<file path="src/rtl/minbd_pkg.sv">
// ============================================================================
// Module      : minbd_pkg
// Description : Shared flit layout, port indices and helpers for the MinBD
//               router ejection/injection stage and the downstream pdn.
// Revision    : 1.0 - initial release
// ============================================================================
`default_nettype none

package minbd_pkg;

    localparam int FLIT_W    = 11;
    localparam int BODY_W    = 7;
    localparam int NUM_PORTS = 4;

    localparam int VALID_B = 10;
    localparam int AGE_MSB = 9;
    localparam int AGE_LSB = 7;
    localparam int DX_MSB  = 6;
    localparam int DX_LSB  = 5;
    localparam int DY_MSB  = 4;
    localparam int DY_LSB  = 3;
    localparam int PL_MSB  = 2;
    localparam int PL_LSB  = 0;

    localparam logic [2:0] AGE_MAX = 3'd7;

    localparam int P_N = 0;
    localparam int P_S = 1;
    localparam int P_E = 2;
    localparam int P_W = 3;

    typedef logic [FLIT_W-1:0] flit_t;

    function automatic logic [2:0] age_inc(input logic [2:0] age);
        return (age == AGE_MAX) ? AGE_MAX : age + 3'd1;
    endfunction

endpackage

`default_nettype wire

</file>
<file path="src/rtl/minbd_inj_fifo.sv">
// ============================================================================
// Module      : minbd_inj_fifo
// Description : Synchronous power-of-two FIFO holding local injection flits.
// Revision    : 1.0 - initial release
// ============================================================================
`default_nettype none

module minbd_inj_fifo #(
    parameter int unsigned DEPTH = 4,
    parameter int unsigned WIDTH = 7
) (
    input  logic             clk,
    input  logic             rst_n,
    input  logic             push_i,
    input  logic [WIDTH-1:0] din_i,
    input  logic             pop_i,
    output logic [WIDTH-1:0] dout_o,
    output logic             full_o,
    output logic             empty_o
);

    localparam int unsigned AW = $clog2(DEPTH);
    localparam int unsigned CW = AW + 1;
    localparam logic [AW:0] C_DEPTH = DEPTH[AW:0];

    logic [WIDTH-1:0] mem_q [DEPTH];
    logic [AW-1:0]    wr_ptr_q;
    logic [AW-1:0]    rd_ptr_q;
    logic [AW:0]      count_q;
    logic             w_push;
    logic             w_pop;

    assign full_o  = (count_q == C_DEPTH);
    assign empty_o = (count_q == '0);
    assign dout_o  = mem_q[rd_ptr_q];

    // Full refuses a push even when a pop happens on the same edge.
    assign w_push = push_i && !full_o;
    assign w_pop  = pop_i && !empty_o;

    always_ff @(posedge clk) begin
        if (w_push) begin
            mem_q[wr_ptr_q] <= din_i;
        end
    end

    always_ff @(posedge clk or negedge rst_n) begin
        if (!rst_n) begin
            wr_ptr_q <= '0;
            rd_ptr_q <= '0;
            count_q  <= '0;
        end else begin
            if (w_push) begin
                wr_ptr_q <= wr_ptr_q + AW'(1);
            end
            if (w_pop) begin
                rd_ptr_q <= rd_ptr_q + AW'(1);
            end
            if (w_push && !w_pop) begin
                count_q <= count_q + CW'(1);
            end else if (w_pop && !w_push) begin
                count_q <= count_q - CW'(1);
            end
        end
    end

endmodule

`default_nettype wire

</file>
<file path="src/rtl/minbd_ej_inj.sv">
// ============================================================================
// Module      : minbd_ej_inj
// Description : MinBD ejection/injection stage: ejects one local flit, ages
//               the rest and injects one FIFO flit into a free link slot.
// Revision    : 1.0 - initial release
// ============================================================================
`default_nettype none

module minbd_ej_inj
    import minbd_pkg::*;
#(
    parameter logic [1:0]  MY_X         = 2'd1,
    parameter logic [1:0]  MY_Y         = 2'd2,
    parameter int unsigned INJ_DEPTH    = 4,
    parameter int unsigned STARVE_LIMIT = 8
) (
    input  logic              clk,
    input  logic              rst_n,
    input  logic [FLIT_W-1:0] north_in,
    input  logic [FLIT_W-1:0] south_in,
    input  logic [FLIT_W-1:0] east_in,
    input  logic [FLIT_W-1:0] west_in,
    output logic [FLIT_W-1:0] north_out,
    output logic [FLIT_W-1:0] south_out,
    output logic [FLIT_W-1:0] east_out,
    output logic [FLIT_W-1:0] west_out,
    input  logic [BODY_W-1:0] inj_flit,
    input  logic              inj_valid,
    output logic              inj_ready,
    output logic              ej_valid,
    output logic [FLIT_W-1:0] ej_flit,
    output logic              starve
);

    localparam logic [7:0] C_STARVE_LIM = 8'(STARVE_LIMIT);

    flit_t             w_in   [NUM_PORTS];
    flit_t             out_d  [NUM_PORTS];
    flit_t             out_q  [NUM_PORTS];
    logic              ej_hit;
    logic [1:0]        ej_idx;
    logic [2:0]        ej_age;
    flit_t             ej_flit_d;
    flit_t             ej_flit_q;
    logic              ej_valid_q;
    logic              inj_do;
    logic              fifo_full;
    logic              fifo_empty;
    logic [BODY_W-1:0] fifo_head;
    logic [7:0]        starve_cnt_d;
    logic [7:0]        starve_cnt_q;
    logic              starve_q;

    minbd_inj_fifo #(
        .DEPTH (INJ_DEPTH),
        .WIDTH (BODY_W)
    ) u_inj_fifo (
        .clk     (clk),
        .rst_n   (rst_n),
        .push_i  (inj_valid),
        .din_i   (inj_flit),
        .pop_i   (inj_do),
        .dout_o  (fifo_head),
        .full_o  (fifo_full),
        .empty_o (fifo_empty)
    );

    always_comb begin
        w_in[P_N] = north_in;
        w_in[P_S] = south_in;
        w_in[P_E] = east_in;
        w_in[P_W] = west_in;

        // Strict '>' keeps the lower port index on an age tie (N > S > E > W).
        ej_hit = 1'b0;
        ej_idx = 2'd0;
        ej_age = 3'd0;
        for (int p = 0; p < NUM_PORTS; p++) begin
            if (w_in[p][VALID_B] &&
                (w_in[p][DX_MSB:DX_LSB] == MY_X) &&
                (w_in[p][DY_MSB:DY_LSB] == MY_Y) &&
                (!ej_hit || (w_in[p][AGE_MSB:AGE_LSB] > ej_age))) begin
                ej_hit = 1'b1;
                ej_idx = 2'(p);
                ej_age = w_in[p][AGE_MSB:AGE_LSB];
            end
        end
        ej_flit_d = ej_hit ? w_in[ej_idx] : '0;

        inj_do = 1'b0;
        for (int p = 0; p < NUM_PORTS; p++) begin
            if (!w_in[p][VALID_B] || (ej_hit && (ej_idx == 2'(p)))) begin
                out_d[p] = '0;
            end else begin
                out_d[p] = {1'b1, age_inc(w_in[p][AGE_MSB:AGE_LSB]),
                            w_in[p][DX_MSB:PL_LSB]};
            end
            if (!fifo_empty && !inj_do && !out_d[p][VALID_B]) begin
                out_d[p] = {1'b1, 3'b000, fifo_head};
                inj_do   = 1'b1;
            end
        end

        if (fifo_empty || inj_do) begin
            starve_cnt_d = '0;
        end else if (starve_cnt_q != C_STARVE_LIM) begin
            starve_cnt_d = starve_cnt_q + 8'd1;
        end else begin
            starve_cnt_d = starve_cnt_q;
        end
    end

    always_ff @(posedge clk or negedge rst_n) begin
        if (!rst_n) begin
            for (int p = 0; p < NUM_PORTS; p++) begin
                out_q[p] <= '0;
            end
            ej_valid_q   <= 1'b0;
            ej_flit_q    <= '0;
            starve_cnt_q <= '0;
            starve_q     <= 1'b0;
        end else begin
            for (int p = 0; p < NUM_PORTS; p++) begin
                out_q[p] <= out_d[p];
            end
            ej_valid_q   <= ej_hit;
            ej_flit_q    <= ej_flit_d;
            starve_cnt_q <= starve_cnt_d;
            starve_q     <= (starve_cnt_d == C_STARVE_LIM);
        end
    end

    assign north_out = out_q[P_N];
    assign south_out = out_q[P_S];
    assign east_out  = out_q[P_E];
    assign west_out  = out_q[P_W];
    assign ej_valid  = ej_valid_q;
    assign ej_flit   = ej_flit_q;
    assign starve    = starve_q;
    assign inj_ready = !fifo_full;

endmodule

`default_nettype wire

</file>
<file path="config.mk">
export PLATFORM = sky130hd
export DESIGN_NAME = minbd_ej_inj
export DESIGN_NICKNAME = d
export VERILOG_FILES = /design/src/rtl/minbd_pkg.sv /design/src/rtl/minbd_inj_fifo.sv /design/src/rtl/minbd_ej_inj.sv
export SDC_FILE = /design/constraint.sdc
export NUM_CORES = 1
export LEC_CHECK = 0
export ABC_AREA = 1
export CORE_UTILIZATION = 50
export DETAILED_ROUTE_END_ITERATION = 7
export GPL_TIMING_DRIVEN = 0
export HOLD_SLACK_MARGIN = 0.05
export PLACE_DENSITY = 0.79
export SYNTH_ARGS = -nofsm -noshare
export SYNTH_HDL_FRONTEND = slang
export SYNTH_SLANG_ARGS = --single-unit
</file>
<file path="constraint.sdc">
create_clock -name clk -period 2.85 [get_ports clk]
set_input_delay 0.4275 -clock clk [delete_from_list [all_inputs] [get_ports clk]]
set_output_delay 0.4275 -clock clk [all_outputs]
set_load 0.005 [all_outputs]
</file>
### After elaboration in Yosys (flattened, before gate mapping)

Memory sizes are Yosys's and may differ from the RTL's.
Index checks and enable logic that the tools add are counted.

* equality and inequality tests: 18
* add/subtract/negate cells: 9
* reductions and logical operators: 55
* multiplexer cells: 36
* magnitude comparators: 4
* bitwise operators: 1

Operators with widths (number)
* $mux W11: 11
* $mux W3: 9
* $logic_and A1 B1 Y1: 26
* $bmux W11 S2: 1
* $logic_not A1 Y1: 18
* $mux W8: 2
* $add A3 B1 Y3 const B: 5
* $eq A3 B3 Y1 const B: 5
* $eq A2 B2 Y1 const B: 6
* $mux W1: 11
* $eq A2 B1 Y1 const B: 5
* $gt A3 B3 Y1: 3
* $add A8 B1 Y8 const B: 1
* $eq A8 B4 Y1 const B: 1
* $logic_or A1 B1 Y1: 8
* $ne A8 B4 Y1 const B: 1
* $add A2 B1 Y2 const B: 2
* $mux W2: 2
* $ge A3 B3 Y1 const B: 1
* $logic_not A3 Y1: 1
* $not A2 Y3: 1
* $sub A3 B1 Y3 const B: 1
* $logic_not A2 Y1: 1
* $reduce_bool A2 Y1: 1

* memories kept: 1
* bits in registers: 72
* word-level logic and storage cells: 135
* bits of input ports: 54
* bits in writable memories: 28

Memories
* u_inj_fifo.mem_q: depth 4, bits a word 7, read ports 1, clocked after Yosys merged registers in 0, write ports 1, RTL line minbd_inj_fifo.sv:26 `logic [WIDTH-1:0] mem_q [DEPTH];`

### Logic depth before layout (Yosys ltp)

Gate-level depths: netlist of the first run.

* depth after elaboration: 39
* gate-level depth with buffers: 44
* depth with buffers taken out: 44

### Cells and area by module

A second synthesis of the first run with hierarchy kept.

* cells, all modules: 492
* area, all modules: 4783.3 µm²

By module, submodules not included
* minbd_ej_inj: times used 1, cells each 349, area an instance 3158.0 µm², sequential area each 1626.6 µm²
* minbd_inj_fifo: times used 1, cells each 143, area an instance 1625.3 µm², sequential area each 1016.0 µm²

### Least setup slack after synthesis of the first run

Ideal clock, no wire load.

* path kind: input -> register
* start point: in north_in[10]
* end point: reg u_inj_fifo.count_q[2]
* stages: 40
* data required time: 2.726 ns
* arrival: 5.042 ns
* slack: -2.316 ns
* cell sequence: buf_4 nand3_1 nor2_1 inv_1 ha_1 a21oi_1 nand2_1 nand2_1 nand2_2 nand2_4 inv_4 o21ai_0 inv_1 ha_1 a21oi_1 nand2_1 nand2_1 nand2_1 [4 not listed] nand2_1 o21ai_0 nand2_1 nand2_2 nand2_4 nand2_4 inv_4 nand2_8 nand2_8 o31ai_1 nand2_1 inv_2 ha_1 inv_1 fa_1 a21oi_1 o21ai_0 xnor2_1

* longest elaborated chain between the ends: 38

RTL lines
* from (decl): RTL line minbd_ej_inj.sv:19 `input logic [FLIT_W-1:0] north_in,`
* $logic_and A1 B1 Y1: RTL line minbd_ej_inj.sv:79 `if (w_in[p][VALID_B] &&`
* $logic_and A1 B1 Y1: RTL line minbd_ej_inj.sv:80 `(w_in[p][DX_MSB:DX_LSB] == MY_X) &&`
* $mux W3 / $mux W1 (equally long branches): RTL line minbd_ej_inj.sv:79
* $gt A3 B3 Y1 / $logic_not A1 Y1 (equally long branches): RTL line minbd_ej_inj.sv:82 `(!ej_hit || (w_in[p][AGE_MSB:AGE_LSB] > ej_age))) begin`
* $logic_or A1 B1 Y1: RTL line minbd_ej_inj.sv:82
* $logic_and A1 B1 Y1: RTL line minbd_ej_inj.sv:81 `(w_in[p][DY_MSB:DY_LSB] == MY_Y) &&`
* $mux W3 / $mux W1 (equally long branches): RTL line minbd_ej_inj.sv:79
* $gt A3 B3 Y1 / $logic_not A1 Y1 (equally long branches): RTL line minbd_ej_inj.sv:82
* [21 not listed]
* $mux W1: RTL line minbd_ej_inj.sv:98 `if (!fifo_empty && !inj_do && !out_d[p][VALID_B]) begin`
* $logic_not A1 Y1: RTL line minbd_ej_inj.sv:98
* $logic_and A1 B1 Y1 (2 in a row): RTL line minbd_ej_inj.sv:98
* $mux W1 (*): RTL line minbd_ej_inj.sv:98
* $logic_and A1 B1 Y1 (*): RTL line minbd_inj_fifo.sv:39 `assign w_pop = pop_i && !empty_o;`
* $logic_not A1 Y1: RTL line minbd_inj_fifo.sv:59 `if (w_push && !w_pop) begin`
* $logic_and A1 B1 Y1: RTL line minbd_inj_fifo.sv:59
* $mux W3 / $reduce_bool A2 Y1 (equally long branches)
* to (signal assigned): RTL line minbd_inj_fifo.sv:60 `count_q <= count_q + CW'(1);`
* to (signal assigned): RTL line minbd_inj_fifo.sv:62 `count_q <= count_q - CW'(1);`
* to (decl): RTL line minbd_inj_fifo.sv:29 `logic [AW:0] count_q;`

Mark *: on every way between the ends. The rest lies on a longest branch, timed or not.
A chain may end at the register's enable or synchronous reset.

### Worst setup path after layout of the first run

* start point: in north_in[5]
* end point: reg u_inj_fifo.count_q[2]

* longest elaborated chain between the ends: 39

RTL lines (RTL line)
* $eq A2 B1 Y1 (*): minbd_ej_inj.sv:80
* $logic_and A1 B1 Y1 (*): minbd_ej_inj.sv:79
* $logic_and A1 B1 Y1 (*): minbd_ej_inj.sv:80
* $mux W3 / $mux W1 (equally long branches): minbd_ej_inj.sv:79
* $gt A3 B3 Y1 / $logic_not A1 Y1 (equally long branches): minbd_ej_inj.sv:82
* $logic_or A1 B1 Y1: minbd_ej_inj.sv:82
* $logic_and A1 B1 Y1: minbd_ej_inj.sv:81
* $mux W3 / $mux W1 (equally long branches): minbd_ej_inj.sv:79
* [22 not listed]
* $mux W1: minbd_ej_inj.sv:98
* $logic_not A1 Y1: minbd_ej_inj.sv:98
* $logic_and A1 B1 Y1 (2 in a row): minbd_ej_inj.sv:98
* $mux W1 (*): minbd_ej_inj.sv:98
* $logic_and A1 B1 Y1 (*): minbd_inj_fifo.sv:39
* $logic_not A1 Y1: minbd_inj_fifo.sv:59
* $logic_and A1 B1 Y1: minbd_inj_fifo.sv:59
* $mux W3 / $reduce_bool A2 Y1 (equally long branches)

Marks and branches as above.

==> flow_summary_export.csv, run 1 <==
group,metric,value,unit
critical_path,rr_startpoint,"u_inj_fifo.count_q[0]",
detailed_routing,postRouteAntennaNets,0,
floorplanning,rows,34,
global_route,grt_max_degree,73,
global_route,track_usage,29.35,%
timing,min_period,5.145,ns
finish,n_antenna_cell,0,
floorplanning,die-area,0.009775,mm²
detailed_routing,avgRoutedWirePerCell,20.95,µm
logic_synthesis,ys_warn_count,0,
critical_path,arrival,5.42,ns
logic_synthesis,synthMuxAreaShare,0.2400,%
finish,syn_to_final_growth,55.04,%
critical_path,cp_common_cell,"nand2_4",
critical_path,critPathRequiredTime,3.13,ns
run,maxCapViolCount,0,
detailed_routing,viasPerCell,5.915,
logic_synthesis,syn_area_per_cell,10.18,µm²
power,ir_drop,532.9,µV
detailed_routing,first_pass_iters,5,
timing,setup-tns-final,-106.95,ns
floorplanning,chipHeight,98.87,µm
clock_network,cts_buffer_depth,2,
logic_synthesis,syn_area,0.004692,mm²
critical_path,crit_type,"in2reg",
status,status,"finished with violations",
worst_hold_path,min_path_type,"in2async",
placement,hpwl,8729,µm
global_route,grt_pass1_vias,4200,
global_route,grt_pass1_wl,21570,µm
clock_network,cts_buffers,9,
finish,drive_gt1_share,32.25,%
critical_path,r2r_cells,13,
clock_network,clkTransAtPathRegs,0.10,ns
clock_network,clk_latency,0.40,ns
critical_path,r2r-end,"u_inj_fifo.count_q[2]",
critical_path,r2r_setup_slack,0.34,ns
power,p_leak,3.181,nW
global_route,grt_remaining_overflow,0,
critical_path,crit_path_max_fanout,5,
logic_synthesis,yosys.area.top_type,"dfrtp_1",
logic_synthesis,synth-simple-area-share,19.95,%
placement,dp_slack,-3.256,ns
power,power_density,627.7,mW/mm²
timing,period_share,180.5,%
floorplanning,initial_utilization,52.77,%
critical_path,critPathMaxStageDelay,0.36,ns
clock_network,cts_root_buf,"clkbuf_8",
logic_synthesis,synth_area_leaders,"dfrtp_1 38%, edfxtp_1 18%, nand2_1 6.4%",
timing,relSlewSlack,37.37,%
timing,setup_slack,-2.295,ns
logic_synthesis,synth_compound_area_share,10.59,%
finish,final_cells,756,
status,violations,"negative setup slack",
floorplanning,core-area,0.008891,mm²
clock_network,cts_tree,"done",
floorplanning,ios,112,
timing,drv_slew,0,
timing,setup-violations-final,64,
critical_path,crit_path_end_kind,"flop",
logic_synthesis,ys_seq_elements,100,
placement,dp.cells,679,
clock_network,htree_levels,3,
detailed_routing,route.detailed.drc,0,
logic_synthesis,synthCells,461,
logic_synthesis,netlist.area_leader.share,38.40,%
finish,multiInputGateArea,0.002331,mm²
logic_synthesis,synth_top_family_by_area,"simple AND/OR/NAND/NOR gates",
clock_network,cts_hold_buf,0,
placement,place_congestion,0.9414,
clock_network,clock_sinks,100,
detailed_routing,wl,15840,µm
timing,tightest_slew,0.9309,ns
critical_path,slowest_stage,"ha_1",
global_route,grt_antenna_before_repair,0,
floorplanning,die_x,98.87,µm
finish,seqCellArea,0.002643,mm²
logic_synthesis,synthAdderAreaFrac,5.760,%
logic_synthesis,synth-xor-area-share,1.493,%
finish,fillCellCount,471,
timing,hold_viol,0,
finish,nets,718,
logic_synthesis,ys_types,41,
placement,io_buffers,109,
detailed_routing,drt_iter0_drc,297,
detailed_routing,vias,4472,
timing,rsz0062_at_grt,"true",
critical_path,startpoint_type,"input port",
logic_synthesis,yosysSeqAreaShare,56.32,%
timing,finClkSkew,0.01443,ns
timing,fmax,0.1944,GHz
-- cell families (layout without fill, tap and decap cells) --
logic type,count (synthesis),in the layout
XOR/XNOR,8,8
flip-flops,100,100
multiplexers,1,1
other,1,2
adder cells (fa/ha/maj),21,21
AND/OR/NAND/NOR,179,179
buffers and inverters,65,251
AO/OA/AOI/OAI,86,86
-- worst max-delay path: cells and delay by family --
family / cells / cell delay, ns
xor gates and xnor gates: 1 / 0.13
and+or+nand+nor: 23 / 2.00
buffers and inverters: 9 / 0.67
adders and majority gates: 5 / 1.38
AOI/OAI and AO/OA: 6 / 0.77
-- cells in the mapped netlist (all sizes together) --
cell type and count:
nor3 5, xnor2 4, mux2 1, o21ai 38, nand2 92, nand4 4
edfxtp 28, conb 1, a221oi 1, nor4 2, o31ai 1, fa 1
a32o 7, a31oi 4, nand3 29, a21oi 22, nor2 45, inv 57
o221ai 1, buf 3, a21boi 1, clkbuf 5, nand3b 2, o22ai 11
xor2 4, dfrtp 72, ha 20
-- worst max path at each step --
stage	start	to	slack (ns)
after floorplan	north_in[10]	u_inj_fifo.count_q[1]	-2.09
after global placement	north_in[5]	u_inj_fifo.count_q[1]	-3.10
after detailed placement	north_in[5]	u_inj_fifo.count_q[1]	-3.26
after CTS	north_in[3]	u_inj_fifo.count_q[1]	-1.90
after global routing	north_in[3]	u_inj_fifo.count_q[2]	-2.44
final	north_in[5]	u_inj_fifo.count_q[2]	-2.29
-- metal layers --
metal | GRT usage (%) | up-vias | wire (µm)
met5 | 0 | - | 0
met4 | 17.91 | 0 | 890
met3 | 5.106 | 88 | 1354
met2 | 48.41 | 309 | 7898
met1 | 36.19 | 2157 | 5692
li1 | - | 1918 | -
-- placed cells by master (no fill, tap or decap), types with 10 or more instances in the layout --
cell,count
clkdlybuf4s50_1,98
buf_4,39
nand2_4,12
inv_2,10
edfxtp_1,28
dfrtp_1,72
a21oi_1,17
nand2_1,65
o21ai_2,16
nor2_1,27
nand3_1,19
nor2_4,12
buf_6,24
inv_1,37
ha_1,15
o21ai_0,14
-- cell type report --
| class | count | area share [%] |
|---|---|---|
| clock buffers | 10 | 1.754 |
| plain buffers | 8 | 1.066 |
| repair buffers | 170 | 22.74 |
| well taps | 108 | 1.858 |
| flip-flops and latches | 100 | 36.33 |
| multi-input cells | 297 | 32.04 |
| clock inverters | 6 | 0.8256 |
| inverters | 57 | 3.388 |
-- per-stage QoR --
step,area [µm²],power [W],utilization (%),hold WS (ns)
2_1_floorplan,4822,0.002536,-,0.1319
3_3_place_gp,6048,0.003134,68.03,0.4868
3_5_place_dp,6046,0.003180,68.00,0.4994
4_1_cts,6844,0.004326,76.98,0.2047
5_1_grt,7274,0.004772,81.82,0.2266
6_report,7274,0.004566,81.82,0.1312
-- flip-flops by register name (all words and copies together), names as in the netlist, 2 cells and up --
signal,count
u_inj_fifo.wr_ptr_q,2
starve_cnt_q,8
ej_flit,11
u_inj_fifo.rd_ptr_q,2
west_out,11
u_inj_fifo.count_q,3
south_out,11
u_inj_fifo.mem_q,28
east_out,11
north_out,11
-- report_power, final --
| part | leakage, nW | total (W) | internal [W] | switching, W |
|---|---|---|---|---|
| Combinational | 1.91 | 0.00181 | 0.000805 | 0.00101 |
| Clock | 0.0972 | 0.000907 | 0.000344 | 0.000563 |
| Sequential | 1.17 | 0.00185 | 0.00173 | 0.000114 |
| Total | 3.18 | 0.00457 | 0.00288 | 0.00168 |
-- timing repair --
item | in CTS | in global routing
setup endpoints to repair | 64 | 64
resized for setup | 114 | 81
hold endpoints to repair | 0 | 0
buffers inserted | 46 | 28
pin swaps | 40 | 38
(Power assumes the default switching activity.)
==> run 2: changes to the inputs <==
==> constraint.sdc (replaced) <==
create_clock -name clk -period 4.9 [get_ports clk]
set_input_delay 0.735 -clock clk [delete_from_list [all_inputs] [get_ports clk]]
set_output_delay 0.735 -clock clk [all_outputs]
set_load 0.005 [all_outputs]
==> flow_summary_export.csv, run 2 (synthesis gave the netlist of run 1 again) <==
group,metric,value,unit
run,maxCapViolCount,0,
clock_network,clk_latency,0.37,ns
timing,setup_slack,-0.4354,ns
floorplanning,core-area,0.008891,mm²
power,power.total,0.002464,W
timing,setup-tns-final,-1.654,ns
global_route,grt_pass1_wl,20490,µm
timing,tightest_slew,0.8721,ns
status,status,"finished with violations",
power,ir_drop,256.6,µV
clock_network,htree_levels,3,
placement,hpwl,9075,µm
floorplanning,ios,112,
power,power_density,369.3,mW/mm²
timing,min_period,5.335,ns
detailed_routing,first_pass_iters,5,
floorplanning,rows,34,
detailed_routing,wl,13590,µm
detailed_routing,postRouteAntennaNets,0,
floorplanning,chipHeight,98.87,µm
critical_path,critPathMaxStageDelay,0.41,ns
timing,drv_slew,0,
finish,layout_common_cells,"98 x clkdlybuf4s50_1, 72 x dfrtp_1, 67 x nand2_1",
timing,hold_viol,0,
finish,final_common_cell,"clkdlybuf4s50_1",
critical_path,crit_path_end_kind,"flop",
clock_network,clock_sinks,100,
finish,final_core_util,75.06,%
worst_hold_path,min_path_type,"in2async",
finish,nets,697,
floorplanning,die_x,98.87,µm
detailed_routing,viasPerCell,5.671,
timing,period_share,108.9,%
finish,syn_to_final_growth,42.24,%
clock_network,cts_root_buf,"clkbuf_8",
placement,io_buffers,109,
global_route,track_usage,27.58,%
floorplanning,initial_utilization,52.77,%
clock_network,cts_buffers,9,
timing,rsz0062_at_grt,"true",
timing,finClkSkew,0.01982,ns
detailed_routing,route.detailed.drc,0,
global_route,grt_max_degree,73,
detailed_routing,drt_iter0_drc,300,
clock_network,clkTransAtPathRegs,0.11,ns
critical_path,slowest_stage,"fa_2",
detailed_routing,avgRoutedWirePerCell,18.49,µm
finish,largest_reg_flops,28,
finish,n_antenna_cell,0,
critical_path,critPathRequiredTime,5.15,ns
detailed_routing,vias,4168,
clock_network,cts_buffer_depth,2,
clock_network,cts_tree,"done",
global_route,grt_pass1_vias,4223,
critical_path,arrival,5.58,ns
critical_path,startpoint_type,"input port",
placement,place_congestion,0.8963,
timing,fmax,0.1874,GHz
status,violations,"negative setup slack",
finish,regMostFlops,"u_inj_fifo.mem_q",
timing,setup-violations-final,10,
global_route,grt_antenna_before_repair,0,
placement,dp_slack,-1.458,ns
critical_path,crit_type,"in2reg",
timing,relSlewSlack,41.86,%
power,p_leak,2.968,nW
global_route,grt_remaining_overflow,0,
critical_path,r2r_setup_slack,2.63,ns
finish,drive_gt1_share,22.65,%
floorplanning,die-area,0.009775,mm²
critical_path,crit_path_max_fanout,6,
-- run 2: cell types whose count changed in the layout (fill, tap and decap cells not counted), moves of 9 or more --
cell     before  now
buf_6        24    3
nor2_1       27   39
nor2_4       12    3
o21ai_0      14   25
o21ai_2      16    3
o22ai_1       1   10
-- run 2: where the power goes --
group	switching, W	total (W)	leakage [nW]	internal, W
sequential	0.0000644	0.00107	1.17	0.00101
combinational	0.000462	0.000858	1.70	0.000396
clock	0.000286	0.000534	0.0991	0.000248
total	0.000813	0.00246	2.97	0.00165
-- run 2: final cells by class --
cell class / count / area [µm²]
multi-input combinational: 297 / 2033
buffer: 8 / 61.31
inverter: 57 / 236.5
clock buffer: 11 / 141.4
fill: 566 / 2217
sequential: 100 / 2643
timing repair buffer: 149 / 1371
tap: 108 / 135.1
clock inverter: 5 / 52.55
-- run 2: critical path, delay by kind of cell --
family	cells	cell delay [ns]
and+or+nand+nor	23	1.87
adders and majority gates	5	1.43
buffers and inverters	10	0.77
AOI/OAI and AO/OA	4	0.48
muxes	1	0.28
-- run 2: final timing paths --
check | from | to | depth (start not counted)
worst max-delay path | north_in[3] | u_inj_fifo.count_q[1] | 43
worst min-delay path | rst_n | east_out[7] | 1
worst max register to register | u_inj_fifo.count_q[1] | u_inj_fifo.count_q[1] | 11
worst min register to register | u_inj_fifo.rd_ptr_q[1] | u_inj_fifo.rd_ptr_q[1] | 2
max in group asynchronous | rst_n | north_out[6] | 1
min in group clk | u_inj_fifo.rd_ptr_q[1] | u_inj_fifo.rd_ptr_q[1] | 2
-- run 2: what timing repair did --
action                     CTS  global route
hold buffers                 0             0
hold endpoints to repair     0             0
pin swaps                   33            26
setup buffers               33            10
setup endpoints to repair   53            26
gates resized for setup     59            21
-- run 2: layer usage --
layer | vias to the layer above | track usage [%] | wire [µm]
met2 | 230 | 47.39 | 6764
met5 | - | 0 | 0
met4 | 0 | 16.53 | 802
met3 | 66 | 4.681 | 998
li1 | 1869 | - | -
met1 | 2003 | 32.53 | 5027
-- run 2: stage by stage --
stage          cell area (µm²)  hold WS, ns  cells
2_1_floorplan             4797       0.4394    462
3_3_place_gp              6023       0.4829    679
3_5_place_dp              6021       0.4949    679
4_1_cts                   6555       0.5075    727
5_1_grt                   6674       0.5417    735
6_report                  6674       0.4717    735
